File: src/rtl/vending_controller.sv
// Multi-item vending controller with coin credit, change return, idle-timeout refund
// and admin stock/revenue modes. Feeds the BCD display path through display_value/display_tag.
module vending_controller #(
  parameter int                           NUM_ITEMS   = 4,
  parameter int                           ITEM_W      = 2,
  parameter int                           MONEY_W     = 8,
  parameter int                           QTY_W       = 16,
  parameter int                           REV_W       = 16,
  parameter logic [NUM_ITEMS*MONEY_W-1:0] PRICE_TABLE = {8'd50, 8'd45, 8'd25, 8'd35},
  parameter int                           INIT_QTY    = 10,
  parameter int                           MAX_CREDIT  = 200,
  parameter int                           TIMEOUT     = 1000
) (
  input  logic               clk,
  input  logic               rst,
  input  logic [ITEM_W-1:0]  item,
  input  logic               nickel,
  input  logic               dime,
  input  logic               quarter,
  input  logic               buy,
  input  logic               cancel,
  input  logic               admin,
  input  logic               info,
  output logic [2:0]         state,
  output logic [MONEY_W-1:0] credit,
  output logic [MONEY_W-1:0] change,
  output logic               vend,
  output logic [ITEM_W-1:0]  vend_item,
  output logic               coin_reject,
  output logic               sold_out,
  output logic [15:0]        display_value,
  output logic [1:0]         display_tag,
  output logic [REV_W-1:0]   revenue
);

  localparam int SUM_W = MONEY_W + 2;
  localparam int TO_W  = $clog2(TIMEOUT + 1);

  typedef enum logic [2:0] {
    S_PRICE = 3'd0,
    S_QTY   = 3'd1,
    S_REV   = 3'd2,
    S_UPD   = 3'd3,
    S_BUY   = 3'd4
  } state_t;

  typedef enum logic [1:0] {
    TAG_NONE   = 2'd0,
    TAG_DONE   = 2'd1,
    TAG_CHANGE = 2'd2
  } tag_t;

  state_t             state_q, state_d;
  tag_t               tag_q, tag_d;
  logic [MONEY_W-1:0] credit_q, credit_d;
  logic [MONEY_W-1:0] change_q, change_d;
  logic [REV_W-1:0]   revenue_q, revenue_d;
  logic [QTY_W-1:0]   stock_q [NUM_ITEMS];
  logic [QTY_W-1:0]   stock_d [NUM_ITEMS];
  logic [TO_W-1:0]    tcount_q, tcount_d;
  logic               vend_q, vend_d;
  logic [ITEM_W-1:0]  vend_item_q, vend_item_d;
  logic               coin_reject_q, coin_reject_d;
  logic               sold_out_q, sold_out_d;

  logic [ITEM_W:0]    item_ext;
  logic [ITEM_W-1:0]  sel;
  logic [MONEY_W-1:0] price;
  logic [SUM_W-1:0]   coin_val;
  logic [SUM_W-1:0]   credit_sum;
  logic               coin_any;
  logic               over_limit;
  logic [QTY_W:0]     stock_sum;
  logic [REV_W:0]     rev_sum;
  logic [MONEY_W-1:0] change_amt;
  state_t             mode;

  // Out-of-range selections fall back to item 0 so table lookups stay in bounds.
  always_comb begin
    item_ext   = {1'b0, item};
    sel        = (item_ext < (ITEM_W+1)'(NUM_ITEMS)) ? item : '0;
    price      = PRICE_TABLE[sel*MONEY_W +: MONEY_W];
    coin_val   = (nickel ? SUM_W'(5) : '0) + (dime ? SUM_W'(10) : '0) + (quarter ? SUM_W'(25) : '0);
    coin_any   = nickel | dime | quarter;
    credit_sum = SUM_W'(credit_q) + coin_val;
    over_limit = credit_sum > SUM_W'(MAX_CREDIT);
    stock_sum  = {1'b0, stock_q[sel]} + (QTY_W+1)'(coin_val);
    rev_sum    = {1'b0, revenue_q} + (REV_W+1)'(price);
    change_amt = credit_q - price;
    mode       = state_t'({1'b0, admin, info});
  end

  always_comb begin
    state_d       = state_q;
    tag_d         = tag_q;
    credit_d      = credit_q;
    change_d      = change_q;
    revenue_d     = revenue_q;
    stock_d       = stock_q;
    tcount_d      = '0;
    vend_d        = 1'b0;
    vend_item_d   = vend_item_q;
    coin_reject_d = 1'b0;
    sold_out_d    = 1'b0;
    case (state_q)
      S_PRICE: begin
        if (coin_any && over_limit) begin
          coin_reject_d = 1'b1;
          state_d       = mode;
        end else if (coin_any) begin
          credit_d = credit_sum[MONEY_W-1:0];
          tag_d    = TAG_NONE;
          state_d  = S_BUY;
        end else begin
          state_d = mode;
          if (mode != S_PRICE) tag_d = TAG_NONE;
        end
      end
      S_QTY: begin
        state_d = mode;
      end
      S_REV: begin
        state_d = mode;
        if (cancel) revenue_d = '0;
      end
      S_UPD: begin
        state_d = mode;
        if (cancel) begin
          stock_d[sel] = '0;
        end else if (coin_any) begin
          stock_d[sel] = stock_sum[QTY_W] ? '1 : stock_sum[QTY_W-1:0];
        end
      end
      S_BUY: begin
        // Idle cycles count toward the auto-refund; any coin or buy restarts the count.
        tcount_d = tcount_q + 1'b1;
        if (cancel || (!buy && !coin_any && tcount_q == TO_W'(TIMEOUT - 1))) begin
          change_d = credit_q;
          credit_d = '0;
          tag_d    = TAG_CHANGE;
          state_d  = S_PRICE;
          tcount_d = '0;
        end else if (buy) begin
          tcount_d = '0;
          if (stock_q[sel] == '0) begin
            sold_out_d = 1'b1;
          end else if (credit_q >= price) begin
            vend_d       = 1'b1;
            vend_item_d  = sel;
            stock_d[sel] = stock_q[sel] - 1'b1;
            revenue_d    = rev_sum[REV_W] ? '1 : rev_sum[REV_W-1:0];
            change_d     = change_amt;
            credit_d     = '0;
            tag_d        = (change_amt == '0) ? TAG_DONE : TAG_CHANGE;
            state_d      = S_PRICE;
          end
        end else if (coin_any) begin
          tcount_d = '0;
          if (over_limit) coin_reject_d = 1'b1;
          else            credit_d      = credit_sum[MONEY_W-1:0];
        end
      end
      default: begin
        state_d = S_PRICE;
      end
    endcase
  end

  always_ff @(posedge clk) begin
    if (rst) begin
      state_q       <= S_PRICE;
      tag_q         <= TAG_NONE;
      credit_q      <= '0;
      change_q      <= '0;
      revenue_q     <= '0;
      tcount_q      <= '0;
      vend_q        <= 1'b0;
      vend_item_q   <= '0;
      coin_reject_q <= 1'b0;
      sold_out_q    <= 1'b0;
      for (int i = 0; i < NUM_ITEMS; i++) stock_q[i] <= QTY_W'(INIT_QTY);
    end else begin
      state_q       <= state_d;
      tag_q         <= tag_d;
      credit_q      <= credit_d;
      change_q      <= change_d;
      revenue_q     <= revenue_d;
      tcount_q      <= tcount_d;
      vend_q        <= vend_d;
      vend_item_q   <= vend_item_d;
      coin_reject_q <= coin_reject_d;
      sold_out_q    <= sold_out_d;
      stock_q       <= stock_d;
    end
  end

  // After a sale or refund the PRICE display shows the change until the tag clears.
  always_comb begin
    display_value = '0;
    case (state_q)
      S_PRICE: display_value = (tag_q != TAG_NONE) ? 16'(change_q) : 16'(price);
      S_QTY:   display_value = 16'(stock_q[sel]);
      S_REV:   display_value = 16'(revenue_q);
      S_UPD:   display_value = 16'(stock_q[sel]);
      S_BUY:   display_value = 16'(credit_q);
      default: display_value = '0;
    endcase
  end

  assign state       = state_q;
  assign credit      = credit_q;
  assign change      = change_q;
  assign vend        = vend_q;
  assign vend_item   = vend_item_q;
  assign coin_reject = coin_reject_q;
  assign sold_out    = sold_out_q;
  assign display_tag = tag_q;
  assign revenue     = revenue_q;

endmodule
File: config.mk
export PLATFORM = sky130hd
export DESIGN_NAME = vending_controller
export DESIGN_NICKNAME = d
export VERILOG_FILES = /design/src/rtl/vending_controller.sv
export SDC_FILE = /design/constraint.sdc
export NUM_CORES = 1
export LEC_CHECK = 0
export CELL_PAD_IN_SITES_DETAIL_PLACEMENT = 0
export CELL_PAD_IN_SITES_GLOBAL_PLACEMENT = 1
export CORE_MARGIN = 2
export CORE_UTILIZATION = 44
export DETAILED_ROUTE_END_ITERATION = 12
export HOLD_SLACK_MARGIN = 0.02
export PLACE_DENSITY = 0.87
export SYNTH_ARGS = -nofsm -noshare
export SYNTH_HDL_FRONTEND = slang
export SYNTH_SLANG_ARGS = --single-unit
File: constraint.sdc
create_clock -name clk -period 4.5 [get_ports clk]
set_input_delay 1.125 -clock clk [delete_from_list [all_inputs] [get_ports clk]]
set_output_delay 1.125 -clock clk [all_outputs]
set_load 0.005 [all_outputs]
==> flow_summary.toml <==
[outcome]
run_status = "finished, final reports clean"

[drt]
post-route-drc-count = 0
routed-via-count = 7577
route.detailed.vias_per_inst = 5.625
wirelength_microns = 23670
detailedRoute.firstPassIterationCount = 5
routedWlPerCell_microns = 17.57
postRouteAntennaNets = 0
drt_iter0_drc = 555

[sta]
finalHoldViolations = 0
maxSlewHeadroom_pct = 35.45
worst_pin_slew_ns = 0.9669
totalNegativeSetupSlack_ns = 0
finalSetupViolations = 0
period_needed_ns = 4.410
rsz0062_at_grt = "false"
maxClockFrequency_ghz = 0.2267
timing_max_transition_violations_final = 0
post-route-period-util_pct = 98.01
clock-skew-final_ns = 0.01260

[pwr]
vdd.ir_drop.worst_v = 0.0002757
p_int_mw = 2.349
power_frac_comb_pct = 26.8
clk_network_pwr_share_pct = 40.0
net-switching-power_mw = 1.065
power.density_cell_area_nw_per_um2 = 344.8
switching_share_of_total_power_pct = 31.21
power.sequential.fraction_pct = 33.2
cellLeakagePower_nw = 3.928

[critical_path]
worstSetupEndpointType = "output pin"
crit_arrival_ns = 3.29
cp-start-kind = "input pin"
worstPathMaxFanout = 7
timing.setup.critical_path_class = "in2out"
crit_required_ns = 3.38

[clock_tree]
post-cts-setup-buffers = 0
worstSkewPairLatency_ns = 0.43
inserted_clock_buffers = 17
clk_root_buffer_cell = "sky130_fd_sc_hd__clkbuf_16"
post_cts_hold_buffer_count = 0
clock_tree.htree_level_count = 4
tritoncts = "done"
cts_buffer_depth = 2
clk_pin_slew_worst_paths_ns = 0.06
cts.sink_count = 116

[yosys]
dominantRegCellSynth = "sky130_fd_sc_hd__dfxtp_1"
yosysSeqAreaShare_pct = 30.88
syn_inst = 945
synth_top_cell_by_area = "sky130_fd_sc_hd__dfxtp_1"
post_synth_instance_area_sq_um = 7521
synth_unique_cells = 78
leading_post_synthesis_cells_by_cell_area = "sky130_fd_sc_hd__dfxtp_1 31%, sky130_fd_sc_hd__nand2_1 6.3%, sky130_fd_sc_hd__nor2_1 5.9%"
synth_async_sr_flop_share_pct = 0
synth-edff-count = 0
yosys_warnings = 0
synth.ff_latch_count = 116
synthesis.nets = 994
syn-mean-instance-area_sq_um = 7.959
synth_top_area_share_pct = 30.88

[global_route]
grt.total_usage_pct = 26.65
total_congestion_overflow_after_global_routing = 0
grt_antenna_before_repair = 0
first_global_vias = 7355
first_pass_grt_wire_length_microns = 38030
largest_net_degree_at_the_start_of_global_routing = 49

[final_layout]
nets = 1163
fillCellCount = 1504
layout_common_cells = "127 x sky130_fd_sc_hd__nand2_1, 125 x sky130_fd_sc_hd__buf_4, 118 x sky130_fd_sc_hd__nor2_1, 116 x sky130_fd_sc_hd__dfxtp_1, 66 x sky130_fd_sc_hd__a21oi_1"
multi_input_comb_area_sq_um = 4821
mostFrequentLayoutCell = "sky130_fd_sc_hd__nand2_1"
antennaDiodeCount = 0
register_area_sq_um = 2322
stdcell_area_sq_um = 9901
drive_above_1_share_pct = 18.37
areaGrowthSynthToFinish_pct = 31.64

[place]
post_place_instance_area_sq_um = 9284
io_buffer_count = 68
dpl.hpwl_microns = 17320
place.gp.congestion = 0.9397

[floorplanning]
initial_utilization_pct = 45.19
die_width_microns = 134.7
core_area_sq_um = 16640
chipHeight_microns = 134.7
std_cell_rows = 47
die-area_sq_um = 18150
ios = 69

[hold_path]
worst_hold_path_type = "reg2reg"

[run]
drv_cap = 0
[layer usage]
metal / part of all wire, % / up-vias / GRT usage, %
li1: - / 3750 / -
met1: 45 / 3544 / 35.62
met2: 46 / 236 / 42.58
met3: 6.2 / 47 / 5.293
met4: 3.2 / 0 / 10.18
met5: 0 / - / 0
[through the flow]
step	utilization, %	hold WS [ns]	setup slack (ns)	power, mW	instances
6_report	59.49	0.4516	0.08967	3.414	1347
5_1_grt	59.49	0.4745	0.02004	3.571	1347
4_1_cts	59.40	0.4514	0.03128	3.419	1347
3_5_place_dp	55.79	0.4421	-0.2422	2.047	1315
3_3_place_gp	55.79	0.4353	-0.1987	2.036	1315
2_1_floorplan	-	0.4255	0.3042	1.647	945
[flip-flops by register name (all words and copies together) (netlist names), 2 cells and up]
name,flops
change,8
credit,8
display_tag,2
revenue,16
state,3
stock_q,64
tcount_q,10
vend_item,2
[cells in the mapped netlist (9+ instances only)]
cell type                  number
sky130_fd_sc_hd__or3_1          9
sky130_fd_sc_hd__buf_2         10
sky130_fd_sc_hd__nor3_1        32
sky130_fd_sc_hd__xnor2_1       27
sky130_fd_sc_hd__nor2b_1       10
sky130_fd_sc_hd__a22oi_1        9
sky130_fd_sc_hd__inv_1         44
sky130_fd_sc_hd__a21o_1         9
sky130_fd_sc_hd__clkbuf_1      29
sky130_fd_sc_hd__nand3_1       16
sky130_fd_sc_hd__xor2_1        13
sky130_fd_sc_hd__mux4_2        16
sky130_fd_sc_hd__o22ai_1        9
sky130_fd_sc_hd__dfxtp_1      116
sky130_fd_sc_hd__o21ai_0       49
sky130_fd_sc_hd__nand2_1      127
sky130_fd_sc_hd__nor2_1       118
sky130_fd_sc_hd__ha_1          34
sky130_fd_sc_hd__a211oi_1      28
sky130_fd_sc_hd__a21oi_1       66
sky130_fd_sc_hd__o21a_1        13
sky130_fd_sc_hd__o211ai_1      15
[repair_timing]
| action | 4_1_cts | 5_1_grt |
|---|---|---|
| pin swaps | 0 | 0 |
| endpoints found under the setup margin | 7 | 8 |
| resized for setup | 6 | 6 |
[logic make-up after synthesis]
group / synth area share, %
simple gates: 22.76
fa+ha+maj: 6.721
buf+inv: 5.307
compound gates: 23.81
mux: 5.873
xor+xnor: 4.658
flops: 30.88
[power by group through the flow]
stage | clock network, mW | logic, mW | registers (mW)
4_1_cts | 1.38 | 0.905 | 1.13
5_1_grt | 1.44 | 0.998 | 1.14
2_1_floorplan | 0 | 0.530 | 1.12
3_3_place_gp | 0 | 0.882 | 1.15
3_5_place_dp | 0 | 0.893 | 1.15
6_report | 1.37 | 0.915 | 1.13
[area by class of cell]
cell class	instances	area share (%)
multi-input cells	736	48.69
repair buffers	199	17.44
clock inverters	14	1.529
well taps	220	2.780
flip-flops and latches	116	23.46
inverters	44	1.668
clock buffers	18	4.436
[worst max-delay path, cell delays in order]
cell                              delay (ns)
sky130_fd_sc_hd__clkdlybuf4s50_1        0.47
sky130_fd_sc_hd__buf_6                  0.15
sky130_fd_sc_hd__inv_1                  0.09
sky130_fd_sc_hd__ha_4                   0.25
sky130_fd_sc_hd__a211oi_1               0.20
sky130_fd_sc_hd__a21oi_1                0.06
sky130_fd_sc_hd__o22a_1                 0.23
sky130_fd_sc_hd__o21ai_1                0.17
sky130_fd_sc_hd__clkdlybuf4s50_1        0.53
[worst paths after layout]
| kind | end | start | cells after the start | slack [ns] |
|---|---|---|---|---|
| max | display_value[1] | item[1] | 9 | 0.09 |
| min | stock_q[59] | stock_q[59] | 2 | 0.45 |
| max reg2reg | stock_q[30] | credit[0] | 13 | 1.19 |
| min reg2reg | stock_q[59] | stock_q[59] | 2 | 0.45 |
Power figures use the tool's default switching activity.
